<file path="src/rtl/cpu_fetch_pkg.sv">
// cpu_fetch_pkg: fetch FSM states, default widths and the NOP encoding shared by the fetch unit.
package cpu_fetch_pkg;
    typedef enum logic [1:0] {IDLE, REQ, HOLD, FAULT} fetch_state_t;
    localparam int ADDR_W_DEF = 32;
    localparam int DATA_W_DEF = 32;
    localparam logic [31:0] NOP = 32'h0000_0000;
endpackage

</file>
<file path="src/rtl/fetch_timeout_counter.sv">
// fetch_timeout_counter: watchdog counting unacknowledged request cycles; o_expired fires on the LIMIT-th one.
module fetch_timeout_counter #(
    parameter int LIMIT = 16
) (
    input  logic i_clk,
    input  logic i_rst_n,
    input  logic i_clear,
    input  logic i_inc,
    output logic o_expired
);
    localparam int W = $clog2(LIMIT + 1);
    logic [W-1:0] r_count;
    always_ff @(posedge i_clk or negedge i_rst_n)
        if (!i_rst_n) r_count <= '0;
        else if (i_clear) r_count <= '0;
        else if (i_inc) r_count <= r_count + 1'b1;
    assign o_expired = i_inc && (r_count == W'(LIMIT - 1));
endmodule

</file>
<file path="src/rtl/instr_fetch_unit.sv">
// instr_fetch_unit: single-outstanding instruction fetch between PC, instruction memory and decode.
// Define FETCH_TIMEOUT_EN to add a request watchdog that faults after TIMEOUT_CYCLES unacked cycles.
module instr_fetch_unit import cpu_fetch_pkg::*; #(
    parameter int ADDR_W         = ADDR_W_DEF,
    parameter int DATA_W         = DATA_W_DEF,
    parameter int TIMEOUT_CYCLES = 16
) (
    input  logic              CLK_in,
    input  logic              RST_n_in,
    input  logic              Start_en,
    input  logic [ADDR_W-1:0] PC_in,
    output logic              Halt_out,
    output logic              Mem_req_out,
    output logic [ADDR_W-1:0] Mem_addr_out,
    input  logic              Mem_ack_in,
    input  logic [DATA_W-1:0] Mem_data_in,
    output logic [DATA_W-1:0] Instr_out,
    output logic              Instr_valid_out,
    input  logic              Decode_ready_in,
    input  logic              Flush_in,
    output logic              Fault_out
);
    fetch_state_t      r_state, w_next_state;
    logic [ADDR_W-1:0] r_addr, w_next_addr;
    logic [DATA_W-1:0] r_instr, w_next_instr;
    logic              r_valid, w_next_valid;
    logic              r_flush_pend, w_next_flush_pend;
    logic              w_latch, w_expired;
`ifdef FETCH_TIMEOUT_EN
    fetch_timeout_counter #(.LIMIT(TIMEOUT_CYCLES)) u_timeout (
        .i_clk     (CLK_in),
        .i_rst_n   (RST_n_in),
        .i_clear   (w_latch),
        .i_inc     (Start_en && r_state == REQ && !Mem_ack_in),
        .o_expired (w_expired)
    );
`else
    localparam int unused_timeout = TIMEOUT_CYCLES;
    assign w_expired = 1'b0;
`endif
    always_ff @(posedge CLK_in or negedge RST_n_in)
        if (!RST_n_in) begin
            r_state      <= IDLE;
            r_addr       <= '0;
            r_instr      <= DATA_W'(NOP);
            r_valid      <= 1'b0;
            r_flush_pend <= 1'b0;
        end else begin
            r_state      <= w_next_state;
            r_addr       <= w_next_addr;
            r_instr      <= w_next_instr;
            r_valid      <= w_next_valid;
            r_flush_pend <= w_next_flush_pend;
        end
    always_comb begin
        w_next_state      = r_state;
        w_next_addr       = r_addr;
        w_next_instr      = r_instr;
        w_next_valid      = r_valid;
        w_next_flush_pend = r_flush_pend;
        w_latch           = 1'b0;
        if (!Start_en) begin
            w_next_state      = IDLE;
            w_next_valid      = 1'b0;
            w_next_flush_pend = 1'b0;
        end else begin
            case (r_state)
                IDLE: w_latch = 1'b1;
                REQ:
                    if (Mem_ack_in) begin
                        // a flushed request still completes on the bus, but its word is dropped
                        if (Flush_in || r_flush_pend) begin
                            w_latch           = 1'b1;
                            w_next_flush_pend = 1'b0;
                        end else begin
                            w_next_instr = Mem_data_in;
                            w_next_valid = 1'b1;
                            w_next_state = HOLD;
                        end
                    end else if (w_expired) w_next_state = FAULT;
                    else if (Flush_in) w_next_flush_pend = 1'b1;
                HOLD:
                    if (Flush_in || Decode_ready_in) begin
                        w_latch      = 1'b1;
                        w_next_valid = 1'b0;
                    end
                default: ;
            endcase
            if (w_latch) begin
                w_next_addr  = PC_in;
                w_next_state = (PC_in[1:0] != 2'b00) ? FAULT : REQ;
            end
        end
    end
    assign Halt_out        = RST_n_in && Start_en && !(r_state == HOLD && Decode_ready_in && !Flush_in);
    assign Mem_req_out     = (r_state == REQ);
    assign Fault_out       = (r_state == FAULT);
    assign Mem_addr_out    = r_addr;
    assign Instr_out       = r_instr;
    assign Instr_valid_out = r_valid;
endmodule

</file>
<file path="config.mk">
export PLATFORM = sky130hd
export DESIGN_NAME = instr_fetch_unit
export DESIGN_NICKNAME = d
export VERILOG_FILES = /design/src/rtl/cpu_fetch_pkg.sv /design/src/rtl/fetch_timeout_counter.sv /design/src/rtl/instr_fetch_unit.sv
export SDC_FILE = /design/constraint.sdc
export NUM_CORES = 1
export LEC_CHECK = 0
export ABC_AREA = 1
export BUFFER_PORTS_ARGS = -buffer_cell sky130_fd_sc_hd__buf_2
export CAP_MARGIN = 20
export CORE_MARGIN = 2
export CORE_UTILIZATION = 50
export CTS_CLUSTER_DIAMETER = 40
export DETAILED_ROUTE_END_ITERATION = 10
export GPL_TIMING_DRIVEN = 1
export PLACE_DENSITY = 0.9
export SYNTH_ARGS = -nofsm -noshare
export SYNTH_HDL_FRONTEND = slang
export SYNTH_SLANG_ARGS = --single-unit
</file>
<file path="constraint.sdc">
create_clock -name CLK_in -period 2.6 [get_ports CLK_in]
set_input_delay 0.52 -clock CLK_in [delete_from_list [all_inputs] [get_ports CLK_in]]
set_output_delay 0.52 -clock CLK_in [all_outputs]
set_load 0.01 [all_outputs]
</file>
==> results of run 1 <==
-- cells in the mapped netlist, types with 2 or more instances --
| cell | count | area share [%] |
|---|---|---|
| nand2_1 | 104 | 13 |
| nor2_4 | 2 | 0.77 |
| dfrtp_1 | 68 | 58 |
| nor3_1 | 2 | 0.34 |
| clkbuf_1 | 4 | 0.51 |
| o21ai_0 | 12 | 2.1 |
| nand3_2 | 2 | 0.68 |
| nand3_1 | 33 | 5.6 |
| o21ai_2 | 22 | 6.6 |
| buf_6 | 9 | 3.5 |
| nand2_4 | 2 | 0.77 |
| buf_4 | 3 | 0.77 |
| inv_2 | 2 | 0.26 |
| nor2_1 | 2 | 0.26 |
| inv_1 | 40 | 5.1 |
-- power groups by stage --
| stage | sequential [mW] | combinational [mW] | clock (mW) |
|---|---|---|---|
| after global placement | 1.70 | 1.28 | 0 |
| final | 1.70 | 1.31 | 1.04 |
| after CTS | 1.70 | 1.34 | 1.06 |
| after floorplan | 1.90 | 0.570 | 0 |
| after detailed placement | 1.71 | 1.34 | 0 |
| after global routing | 1.75 | 1.47 | 1.12 |
-- state kept, by name, summed over array words and instances, names as in the netlist --
signal / flops
r_state: 2
Instr_valid_out: 1
Mem_addr_out: 32
r_flush_pend: 1
Instr_out: 32
-- critical path: stages --
cell and delay [ps]:
buf_2 290, nand2_1 90, a41oi_1 170, buf_2 160
-- cell type report --
class | count | area share, %
Sequential cell | 68 | 44.3
Multi-Input combinational cell | 186 | 24.1
Timing Repair Buffer | 140 | 18.7
Inverter | 42 | 4.10
Clock buffer | 10 | 3.58
Clock inverter | 6 | 2.90
Tap cell | 72 | 2.34
-- logic make-up (layout without fill, tap and decap cells) --
group | Yosys count | after routing
and+or+nand+nor | 148 | 148
DFF | 68 | 68
buffers and inverters | 59 | 198
AOI/OAI and AO/OA | 38 | 38
-- worst min path at each step --
| stage | startpoint | end | slack, ps | depth (start not counted) |
|---|---|---|---|---|
| 3_5_place_dp | Mem_addr_out[29] | Mem_addr_out[29] | 450 | 2 |
| 4_1_cts | PC_in[26] | Mem_addr_out[26] | 410 | 3 |
| 5_1_grt | Mem_data_in[27] | Instr_out[27] | 410 | 3 |
| 3_3_place_gp | Mem_addr_out[30] | Mem_addr_out[30] | 450 | 2 |
| 6_report | RST_n_in | Mem_addr_out[13] | 400 | 2 |
| 2_1_floorplan | RST_n_in | Instr_out[0] | 220 | 0 |
-- metrics by stage --
step / cell area (um^2) / setup slack, ps
4_1_cts: 3840 / 839
3_5_place_dp: 3590 / 732
5_1_grt: 3840 / 741
3_3_place_gp: 3590 / 801
6_report: 3840 / 841
2_1_floorplan: 2930 / 1070
-- metal layers --
layer / part of all wire [%] / vias to the layer above
met3: 8.1 / 11
met5: 0 / -
met1: 42 / 1147
met2: 48 / 111
met4: 1.8 / 0
li1: - / 1234
==> summary.md, run 1 <==
| Metric | Value |
|---|---|
| Status | `finished clean` |
| Number of global-route vias before repair | `2,365` |
| Max-cap violations | `0` |
| Row count | `27` |
| Worst endpoint required time | `2080 ps` |
| Critical Path Sink | `Halt_out` |
| Longest Clk Path Bufs | `2` |
| M1 GR Usage | `24.7%` |
| Design Power | `4.06 mW` |
| Crit path arrival time | `1240 ps` |
| Synthesized-area fraction occupied by adder cells | `0%` |
| DR pass1 iterations | `4` |
| Comb power frac | `32.3%` |
| Routed vias/inst | `4.78` |
| CP Launch Point | `Start_en` |
| # diodes | `0` |
| Layout area overhead | `31.3%` |
| Largest net degree at the start of global routing | `69` |
| Clock latency on the worst-skew pair | `320 ps` |
| Reg clk slew, reported paths | `70 ps` |
| Relative slew slack | `45.9%` |
| Final core occ | `69.0%` |
| Cells after Synth | `313` |
| Non-filler cells, final | `524` |
| Port Buffer Count | `137` |
| Final hold violations | `0` |
| Placed cells | `508` |
| CP Launch Type | `input pin` |
| Kind of critical path | `in2out` |
| R2r endpoint | `Mem_addr_out[1]` |
| Most common cell after layout, fill and taps aside | `buf_2` |
| YS warnings | `0` |
| Clk_skew | `14.1 ps` |
| Die Span X | `80.5 um` |
| Post-CTS Hold Buffers | `0` |
| Met2 usage | `34.5%` |
| Fmax | `0.568 GHz` |
| Crit-path max FO | `17` |
| Crit share post-route | `67.7%` |
| Switch Pwr | `1.37 mW` |
| Core area | `5570 um^2` |
| Gr busiest metal | `met2` |
| Fraction of layout cells with a size suffix above 1 | `41.4%` |
| Main combinational cell family by area after synthesis | `simple AND/OR/NAND/NOR gates` |
| DP HPWL | `4.62 mm` |
| Maximum level of the CTS H-tree | `3` |
| Wirelength per Cell | `12.1 um` |
| Main synth FF type | `dfrtp_1` |
| Switching Share | `33.8%` |
| Leak pwr | `2.28 nW` |
| Initial antenna violation count | `0` |
| Filler cells | `458` |
| Mean post-synth cell area | `9.35 um^2` |
| Area of the multi-input gates | `925 um^2` |
| Mapped Nets | `383` |
| Total vias in the final route | `2,503` |
| Clock network fraction of total power | `25.7%` |
| Residual DRC | `0` |
| Sequential area share after synthesis | `58.1%` |
| Final-stage net count | `517` |
| Multiplexer share of the synthesized area | `0%` |
| Final slew viol count | `0` |
| Minimum clock period after layout | `1760 ps` |
| Synth Area in XOR/XNOR | `0%` |
| Antenna viol nets, final | `0` |
| Gp weighted congestion | `0.844` |
| Part of the power in registers | `41.9%` |
| Root Buffer | `clkbuf_8` |
| CP Capture Type | `primary output` |
| Post-synth EDFFs | `0` |
| P_int | `2.69 mW` |
| Reg2reg path depth | `6` |
| CTS tree | `done` |
| Tightest Pin Transition | `812 ps` |
| Routed wire length | `6.34 mm` |
| Finish-stage setup viols | `0` |
| Post-CTS Setup Inserts | `0` |
| Synth Area in Compound Gates | `9.57%` |
| Simple-gate share of the synthesized area | `22.0%` |
| Initial Util | `52.5%` |
| Slack of the worst reg-to-reg path | `880 ps` |
| CTS Sinks | `68` |
| Total track usage | `20.3%` |
| Most frequent cells in the layout | `buf_2 (137), nand2_1 (104), dfrtp_1 (68)` |
| Storage element area | `1700 um^2` |
| Max VDD drop | `590 uV` |
| Ys async rst share | `100%` |
| Distinct cells, synth | `21` |
| Die height | `80.5 um` |
| Critical R2R Launch | `r_state[0]` |
| Global-route wire length before repair | `10.2 mm` |
| 1st-iter DRT viols | `126` |
| # IOs | `138` |
| Setup TNS | `0 ps` |
| Total clock buffers created by CTS | `9` |
| Post-cts sizing count | `0` |
| RSZ-0062 raised after global routing | `false` |
| Seq cells post-synth | `68` |
| Die ar. | `6480 um^2` |
| Met3 Use GR | `4.49%` |
| Hold slack | `396 ps` |
| Synthesized area | `2930 um^2` |
| Global route overflow | `0` |
| Pwr/cell area | `1060 nW/um^2` |
| Worst hold path type | `in2async` |
Note: power is estimated with default switching activity, not from simulation.
==> run 2, diff against run 1 <==
--- a/config.mk
+++ b/config.mk
@@ -5,15 +5,15 @@
 export SDC_FILE = /design/constraint.sdc
 export NUM_CORES = 1
 export LEC_CHECK = 0
-export ABC_AREA = 1
+export ABC_AREA = 0
 export BUFFER_PORTS_ARGS = -buffer_cell sky130_fd_sc_hd__buf_2
 export CAP_MARGIN = 20
 export CORE_MARGIN = 2
-export CORE_UTILIZATION = 50
+export CORE_UTILIZATION = 46
 export CTS_CLUSTER_DIAMETER = 40
 export DETAILED_ROUTE_END_ITERATION = 10
 export GPL_TIMING_DRIVEN = 1
-export PLACE_DENSITY = 0.9
+export PLACE_DENSITY = 0.85
 export SYNTH_ARGS = -nofsm -noshare
 export SYNTH_HDL_FRONTEND = slang
 export SYNTH_SLANG_ARGS = --single-unit
==> constraint.sdc (replaced) <==
create_clock -name CLK_in -period 1.7 [get_ports CLK_in]
set_input_delay 0.34 -clock CLK_in [delete_from_list [all_inputs] [get_ports CLK_in]]
set_output_delay 0.34 -clock CLK_in [all_outputs]
set_load 0.01 [all_outputs]
==> run 2 against run 1 <==
Compared with the run above:
- the run now ends with setup timing left
- global-route usage decreased by 2.5 points
- routed wire length increased by 1.8%
- sequential share of layout area decreased by 2.8 points
- synthesized cell count decreased by 48%
- power increased by 31%
- worst hold slack got worse by 180 ps
- combinational power increased by 13%
- die area increased by 3.7%
- via count decreased by 21%
- largest cell class unchanged
- clock power increased by 56%
- sequential cell count unchanged
- critical path depth increased by 1
- critical endpoint is now Instr_out[19]
==> summary.md, run 2 <==
| Metric | Value |
|---|---|
| Worst endpoint required time | `1910 ps (was 2080 ps)` |
| Row count | `28 (was 27)` |
| Fraction of layout cells with a size suffix above 1 | `70.2% (was 41.4%)` |
| Simple-gate share of the synthesized area | `2.50% (was 22.0%)` |
| Routed wire length | `6.45 mm (was 6.34 mm)` |
| Synth Area in XOR/XNOR | `0% (unchanged)` |
| Distinct cells, synth | `27 (was 21)` |
| Clk_skew | `6.51 ps (was 14.1 ps)` |
| Finish-stage setup viols | `28 (was 0)` |
| Port Buffer Count | `137 (unchanged)` |
| Post-CTS Hold Buffers | `0 (unchanged)` |
| Wirelength per Cell | `15.8 um (was 12.1 um)` |
| Crit share post-route | `103%` |
| Yosys top cell by area | `dfrtp_1 (unchanged)` |
| Hold Crit Depth | `2` |
| Max incr delay on CP | `460 ps (was 290 ps)` |
| Worst hold endpoint | `Mem_addr_out[7]` |
| RSZ-0062 raised after global routing | `true (was false)` |
| Most common library cells after synthesis | `dfrtp_1 (68), mux2_1 (30), mux2_4 (30) (was nand2_1 (104), dfrtp_1 (68), inv_1 (40))` |
| Max-cap violations | `0 (unchanged)` |
| Tightest Pin Transition | `833 ps (was 812 ps)` |
| Main combinational cell family by area after synthesis | `multiplexers (was simple AND/OR/NAND/NOR gates)` |
| Finished Cell Area | `4110 um^2 (was 3840 um^2)` |
| Root Buffer | `clkbuf_8 (unchanged)` |
| Area of the multi-input gates | `1080 um^2 (was 925 um^2)` |
| Mapped Nets | `234 (was 383)` |
| CP bufs+invs | `2 (unchanged)` |
| Clock latency on the worst-skew pair | `330 ps (was 320 ps)` |
| CP Launch Type | `flop (was input pin)` |
| Synth Area in Compound Gates | `3.26% (was 9.57%)` |
| Storage element area | `1700 um^2 (about the same)` |
| Total clock buffers created by CTS | `9 (unchanged)` |
| 1st-iter DRT viols | `25 (was 126)` |
| Failing checks | `setup timing` |
| Minimum clock period after layout | `1750 ps` |
| Relative slew slack | `44.5% (was 45.9%)` |
| Total vias in the final route | `1,968 (was 2,503)` |
| Final hold violations | `0 (unchanged)` |
| Layout area overhead | `47.0% (was 31.3%)` |
| Most common cell in the netlist | `dfrtp_1 (was nand2_1)` |
| Crit-path max FO | `22 (was 17)` |
| Main synth FF type | `dfrtp_1 (unchanged)` |
| Final slew viol count | `0 (unchanged)` |
| YS warnings | `0 (unchanged)` |
| Cells after Synth | `164 (was 313)` |
| Pre-CTS setup slack | `-18.5 ps (was 732 ps)` |
| Worst hold path type | `in2reg (was in2async)` |
| CTS Sinks | `68 (unchanged)` |
| Residual DRC | `0 (unchanged)` |
| Maximum level of the CTS H-tree | `3 (unchanged)` |
| Seq cells post-synth | `68 (unchanged)` |
| Synth area leaders | `dfrtp_1 (61%), mux2_4 (16%), mux2_1 (12%) (was dfrtp_1 (58%), nand2_1 (13%), o21ai_2 (6.6%))` |
| Largest net degree at the start of global routing | `69 (unchanged)` |
| Synthesized-area fraction occupied by adder cells | `0% (unchanged)` |
| Hold Startpoint | `PC_in[7]` |
| Largest delay share family, worst path | `simple AND/OR/NAND/NOR gates (was buffers and inverters)` |
| Global-route wire length before repair | `8.86 mm (was 10.2 mm)` |
| Total track usage | `17.7% (was 20.3%)` |
| Final worst slack | `-47.3 ps (was 841 ps)` |
| Slack of the worst reg-to-reg path | `-50 ps (was 880 ps)` |
| Fmax | `0.572 GHz` |
| Kind of critical path | `reg2reg (was in2out)` |
| CP Capture Type | `flop (was primary output)` |
| Critical R2R Launch | `r_state[1] (was r_state[0])` |
| DP HPWL | `4.40 mm (was 4.62 mm)` |
| Die height | `82.0 um (was 80.5 um)` |
| Share of the synthesized area in the top cell type | `60.8% (was 58.1%)` |
| Status | `finished with violations (was finished clean)` |
| Ys async rst share | `100% (unchanged)` |
| Design Power | `5.31 mW (was 4.06 mW)` |
| Placed cell area | `3610 um^2 (was 3590 um^2)` |
| Reg2reg path depth | `5 (was 6)` |
| Crit path arrival time | `1960 ps (was 1240 ps)` |
| Global route overflow | `0 (unchanged)` |
| Multiplexer share of the synthesized area | `29.8% (was 0%)` |
| Crit path cell chain | `buf_4, nand3b_4, or4_4, buf_12, mux2_4 (was buf_2, nand2_1, a41oi_1, buf_2)` |
| Routed vias/inst | `4.84 (was 4.78)` |
| Max stage delay cell, worst path | `or4_4 (was buf_2)` |
| Core area | `5890 um^2 (was 5570 um^2)` |
| Max VDD drop | `817 uV (was 590 uV)` |
| Synthesized area | `2800 um^2 (was 2930 um^2)` |
| Number of global-route vias before repair | `1,910 (was 2,365)` |
| Gp weighted congestion | `0.798 (was 0.844)` |
| Post-synth EDFFs | `0 (unchanged)` |
| Die Span X | `82.0 um (was 80.5 um)` |
| Filler cells | `427 (was 458)` |
| Longest Clk Path Bufs | `2 (unchanged)` |
| Leak pwr | `2.23 nW (was 2.28 nW)` |
| Initial antenna violation count | `1 (was 0)` |
| Antenna viol nets, final | `0 (unchanged)` |
| Most common cell after layout, fill and taps aside | `buf_2 (unchanged)` |
| Die ar. | `6720 um^2 (was 6480 um^2)` |
| R2r endpoint | `Instr_out[19] (was Mem_addr_out[1])` |
| Final-stage net count | `397 (was 517)` |
| Reg clk slew, reported paths | `80 ps (was 70 ps)` |
| Most frequent cells in the layout | `buf_2 (137), dfrtp_1 (66), mux2_4 (49) (was buf_2 (137), nand2_1 (104), dfrtp_1 (68))` |
| Mean post-synth cell area | `17.1 um^2 (was 9.35 um^2)` |
| CTS tree | `done (unchanged)` |
| Sequential area share after synthesis | `60.8% (was 58.1%)` |
| DR pass1 iterations | `4 (unchanged)` |
| # IOs | `138 (unchanged)` |
| # diodes | `0 (unchanged)` |
| Pwr/cell area | `1290 nW/um^2 (was 1060 nW/um^2)` |
| Initial Util | `47.5% (was 52.5%)` |
## run 2: cell count changes after synthesis, sizes merged, moves of 2 or more
cell    before  now
nor3         2    0
nand3       35    0
inv         42    4
o21ai       34    2
mux2         0   64
clkbuf       4    0
nand2      107    2
buf         13    7
a221oi       0    2
## run 2: metal layers
layer	routed length, um	GRT usage [%]	vias to the layer above
met3	579	6.48	9
met1	2560	21.0	961
met5	13	0	-
li1	-	-	907
met2	3230	29.1	89
met4	73	7.67	2
## run 2: logic make-up after synthesis
group                  Yosys count
AO/OA/AOI/OAI                   11
AND/OR/NAND/NOR                 10
multiplexers                    64
flip-flops                      68
buffers and inverters           11
## run 2: stage by stage
stage / utilization [%] / setup TNS (ps) / hold WS, ps / instances
finish: 69.9 / -708 / 218 / 407
global route: 69.9 / -3030 / 210 / 407
CTS: 66.1 / -1040 / 201 / 399
detailed placement: 61.3 / -42.0 / 469 / 380
global placement: 61.3 / 0 / 463 / 380
floorplan: - / 0 / 44.4 / 164
## run 2: repair_timing
action | 4_1_cts | 5_1_grt
resized for setup | 3 | 25
endpoints found under the hold margin | 0 | 0
buffers inserted | 3 | 5
setup endpoints to repair | 13 | 33
gates cloned | 0 | 4
pin swaps | 1 | 2
## run 2: worst reg2reg max path, stage by stage (launching register included)
cell and delay, ps:
dfrtp_1 380, buf_4 130, nand3b_4 140, or4_4 460, buf_12 200, mux2_4 320
## run 2: worst max-delay path by stage
stage / endpoint / cells past startpoint / slack (ps) / startpoint
global route: Halt_out / 4 / -110 / r_state[0]
CTS: Mem_addr_out[22] / 5 / -60 / r_state[0]
detailed placement: Mem_addr_out[6] / 4 / -20 / r_state[0]
finish: Instr_out[19] / 5 / -50 / r_state[1]
global placement: Mem_addr_out[6] / 4 / 50 / r_state[0]
floorplan: Instr_out[10] / 5 / 10 / r_state[1]
## run 2: final cells by class
cell class                      instances  share of cell area, %
Multi-Input combinational cell         85                   26.3
Clock inverter                          6                   2.71
Inverter                                4                  0.365
Tap cell                               75                   2.28
Clock buffer                           10                   3.35
Timing Repair Buffer                  159                   23.6
Sequential cell                        68                   41.4
## run 2: power breakdown
group,switching (mW),leakage (nW),total [mW],internal (mW)
clock,0.604,0.122,1.62,1.01
sequential,0.208,0.815,2.22,2.01
combinational,0.606,1.29,1.48,0.872
